$ cat src/rtl/ex_mul_unit.sv
// ex_mul_unit: multi-cycle shift-add multiplier for EX; stalls the pipeline until the 2*WIDTH-bit product is ready
module ex_mul_unit #(
  parameter int WIDTH = 32
) (
  input  logic             clk,
  input  logic             reset,
  input  logic             start,
  input  logic             signed_op,
  input  logic [0:WIDTH-1] opA,
  input  logic [0:WIDTH-1] opB,
  input  logic             flush,
  output logic             stall,
  output logic             result_valid,
  output logic [0:WIDTH-1] result_hi,
  output logic [0:WIDTH-1] result_lo
);
  localparam int CW = $clog2(WIDTH) + 1;
  typedef enum logic [0:1] {IDLE, BUSY, DONE} stateE;
  stateE state, nextState;
  logic [0:WIDTH-1] mcand, mplier, magA, magB;
  logic [0:2*WIDTH-1] acc, accNext;
  logic [0:CW-1] cnt;
  logic sign, accept, last;
  always_comb begin
    magA = (signed_op && opA[0]) ? -opA : opA;
    magB = (signed_op && opB[0]) ? -opB : opB;
    accept = state == IDLE && start && !flush;
    last = state == BUSY && cnt == CW'(WIDTH - 1);
    accNext = (acc << 1) + (mplier[0] ? {{WIDTH{1'b0}}, mcand} : '0);
    nextState = flush ? IDLE : accept ? BUSY : last ? DONE : state == BUSY ? BUSY : IDLE;
    stall = reset && !flush && ((state == IDLE && start) || state == BUSY);
    result_valid = state == DONE;
  end
  always_ff @(posedge clk or negedge reset) begin
    if (!reset) begin
      state <= IDLE;
      mcand <= '0;
      mplier <= '0;
      acc <= '0;
      cnt <= '0;
      sign <= 1'b0;
      result_hi <= '0;
      result_lo <= '0;
    end else begin
      state <= nextState;
      if (accept) begin
        mcand <= magA;
        mplier <= magB;
        sign <= signed_op && (opA[0] ^ opB[0]);
        acc <= '0;
        cnt <= '0;
      end else if (state == BUSY) begin
        acc <= accNext;
        mplier <= mplier << 1;
        cnt <= cnt + CW'(1);
      end
      if (last && !flush) {result_hi, result_lo} <= sign ? -accNext : accNext;
    end
  end
endmodule

$ cat config.mk
export PLATFORM = sky130hd
export DESIGN_NAME = ex_mul_unit
export DESIGN_NICKNAME = d
export VERILOG_FILES = /design/src/rtl/ex_mul_unit.sv
export SDC_FILE = /design/constraint.sdc
export NUM_CORES = 1
export LEC_CHECK = 0
export CORE_MARGIN = 2
export CORE_UTILIZATION = 23
export DETAILED_ROUTE_END_ITERATION = 7
export PLACE_DENSITY = 0.41
export SYNTH_ARGS = -nofsm -noshare
export SYNTH_HDL_FRONTEND = slang
export SYNTH_SLANG_ARGS = --single-unit
$ cat constraint.sdc
create_clock -name clk -period 5.34 [get_ports clk]
set_clock_uncertainty 0.1 [all_clocks]
set_input_delay 1.335 -clock clk [delete_from_list [all_inputs] [get_ports clk]]
set_output_delay 1.335 -clock clk [all_outputs]
set_load 0.01 [all_outputs]
==> results.md <==
* Post-synth top flop: dfrtp_1
* Hold-fix buffers at CTS at 0
* Area growth syn-to-layout at 21.2%
* Psw at roughly 2.6 mW
* Least-Margin Pin Slew at approximately 1.1 ns
* Overall Global Routing Usage at between 10% and 20%
* Port Buffer Count at 134
* Worst Path Required at ~5.6 ns
* Root Buffer: clkbuf_16
* Post-synthesis sequential element count at 200
* # Post-CTS Setup Buffers at 0
* Routed vias/inst at roughly 4.9
* Final Util at ~28%
* Max-Cap Viols at 0
* H-tree lvl count at 4
* PD cells at between 300 and 400 nW/um^2
* PostCTS Resize Cnt at 0
* Internal cell power at around 3.5 mW
* Post-Syn Instances at 1676
* DRC violations left at 0
* Fraction of registers with async set/reset at between 90% and 100%
* Hold Path Origin: result_hi[23]$_DFFE_PN0P_
* Vias at around 13k
* Max_slew headroom at between 20 and 30%
* Post-route setup slack at ~0.32 ns
* Peak fanout along the critical path at 31
* Worst slack at placement at 0.325 ns
* Combinational Power Share at between 40% and 50%
* Routability cong. at between 0.8 and 0.9
* Chip height at around 250 um
* Tmin final at 5.02 ns
* Vias in the first global route at 12.6k
* Final setup vio count at 0
* N_diodes at 0
* Detailed Routing Iterations Pass 1 at 5
* HP Class: reg2reg
* Critical path launch point type: register
* Top-area cell type share of the netlist area at approximately 36%
* IO Count at roughly 140
* Reg2reg path depth at 14
* Routed len/inst at 18.7 um
* Crit share post-route at a little over nine tenths
* Post-Syn Nets at roughly 1.8k
* Post-route setup TNS at 0 ns
* TritonCTS clock tree: done
* Crit path DAT at ~5.3 ns
* Crit Path Category: reg2reg
* GRT overflow at 0
* Half-perimeter wire length after placement at around 37000 um
* Final net count at approximately 1.9k
* Starting Density at about a quarter
* Num CTS Buffers at 17
* R2r endpoint: result_hi[0]$_DFFE_PN0P_
* Antenna violations before repair at 1
* Synthesized area at 13800 um^2
* Seq pwr share at 31.9%
* Clock Latency Late Sink at around 0.5 ns
* Final hold viol count at 0
* Sw frac at 42.5%
* Clock Sinks at 200
* Leak at about 6.5 nW
* Distinct cell type count after synthesis at 89
* Hold path cells at 2
* Yosys warning total at 0
* Die Area at between 60000 and 70000 um^2
* Worst vdd ir at 0.274 mV
* Most frequent cells in the layout: 227 x nand2_1, 207 x o21ai_0, 199 x dfrtp_1
* Max Slew Vio Count at 0
* DRT iter0 DRCs at around 740
* Number of synthesized flops with an enable pin at 0
* Worst Hold End: result_hi[23]$_DFFE_PN0P_
* Share of layout cells above drive strength 1 at ~7.4%
* Synth area leader: dfrtp_1
* R2r startpoint: mplier[0]$_DFFE_PN0P_
* Final ANT Viol Nets at 0
* Top post-synthesis cells by area: dfrtp_1 36%, o21ai_0 7.5%, nand2_1 6.2%, xnor2_1 6.1%, xor2_1 4.6%
* Core area at 59200 um^2
* Register area share after synthesis at 36.2%
* Final WL at 48100 um
* Commonest non-fill, non-tap cell in the layout: nand2_1
* Clock-pin slew on the worst setup and hold paths at approximately 0.08 ns
* Core Rows at between 80 and 90
* Status: finished clean
* R2R setup slack at about 0.32 ns
* RSZ-0062 raised after global routing: false
* First-pass GRT wire length at ~76000 um
* Clock Path Buffers at 2
* Worst Setup End Kind: register
* Largest net degree at the start of global routing at 106
* Avg Cell Area, Syn at between 8 and 9 um^2
* Die width at approximately 250 um
* Clock share of power at 23.8%
* Achievable Freq at between 150 and 200 MHz
worst max-delay path: stages (launching register included):
cell and delay, ns:
dfrtp_1 0.39, buf_4 0.22, and2_1 0.20, fa_1 0.48, a211oi_4 0.32, o21ai_2 0.15, a32o_2 0.34, or3_4 0.36
a222oi_1 0.62, nand4_2 0.28, nor4_4 0.42, nand4b_2 0.32, nor2_2 0.41, a31o_2 0.22, nand3_1 0.07
flip-flops by register name, indices dropped and copies added (netlist names):
| register | flops |
|---|---|
| acc | 63 |
| cnt | 6 |
| mcand | 32 |
| mplier | 32 |
| result_hi | 32 |
| result_lo | 32 |
| sign | 1 |
| state | 2 |
metrics by stage:
step	total power, mW	cell area (um^2)	cells	hold slack, ns
floorplan	3.70	13800	1676	0.338
global placement	4.66	16100	2535	0.361
detailed placement	4.66	16100	2535	0.370
CTS	6.15	16800	2567	0.389
global route	6.52	16800	2567	0.407
finish	6.09	16800	2567	0.377
cells in the mapped netlist, types with 8 or more instances:
cell type / n
a211o_1: 8
a21o_1: 9
a21oi_1: 66
a22oi_1: 35
a31oi_1: 9
and2_1: 44
and3_1: 9
buf_2: 20
clkbuf_1: 70
dfrtp_1: 200
ha_1: 35
inv_1: 23
nand2_1: 228
nand3_1: 105
nand4_1: 36
nor2_1: 108
nor3_1: 48
nor4_1: 14
o211ai_1: 13
o21a_1: 11
o21ai_0: 207
o21ai_1: 20
o31ai_1: 24
o41ai_1: 8
or2_2: 9
or3_1: 9
xnor2_1: 96
xor2_1: 72
worst max path at each step:
stage                          startpoint                        to  slack (ns)  depth (start not counted)
floorplan           mplier[0]$_DFFE_PN0P_  result_hi[5]$_DFFE_PN0P_        0.98                         16
finish              mplier[0]$_DFFE_PN0P_  result_hi[0]$_DFFE_PN0P_        0.32                         14
CTS                 mplier[0]$_DFFE_PN0P_  result_hi[0]$_DFFE_PN0P_        0.31                         14
detailed placement  mplier[0]$_DFFE_PN0P_  result_hi[0]$_DFFE_PN0P_        0.32                         14
global route        mplier[0]$_DFFE_PN0P_  result_hi[0]$_DFFE_PN0P_        0.05                         14
global placement    mplier[0]$_DFFE_PN0P_  result_hi[0]$_DFFE_PN0P_        0.39                         14
kinds of logic after synthesis:
group / Yosys count / share of synthesized area (%)
xor+xnor: 168 / 10.6
simple gates: 661 / 23.5
compound gates: 485 / 22.4
buf+inv: 119 / 3.44
fa+ha+maj: 36 / 3.31
flops: 200 / 36.2
mux: 7 / 0.543
power by group through the flow:
| stage | logic, mW | registers [mW] | clock network [mW] |
|---|---|---|---|
| finish | 2.70 | 1.94 | 1.45 |
| floorplan | 1.80 | 1.90 | 0 |
| detailed placement | 2.69 | 1.97 | 0 |
| global placement | 2.69 | 1.97 | 0 |
| global route | 2.98 | 1.98 | 1.56 |
| CTS | 2.70 | 1.94 | 1.51 |
cell type report:
| class | instances | area (um^2) |
|---|---|---|
| fill | 6406 | 42500 |
| multi-input combinational | 1357 | 8380 |
| sequential | 200 | 5010 |
| timing repair buffer | 182 | 1710 |
| tap | 773 | 967 |
| clock buffer | 20 | 437 |
| clock inverter | 12 | 184 |
| inverter | 23 | 86.3 |
routing by layer:
metal / vias up / GRT usage, % / part of all wire [%]
met3: 37 / 3.28 / 4.1
met5: - / 0 / 0
met1: 6101 / 21.4 / 49
met4: 0 / 4.06 / 1.5
li1: 6272 / - / -
met2: 248 / 24.9 / 46
(Power assumes the default switching activity.)
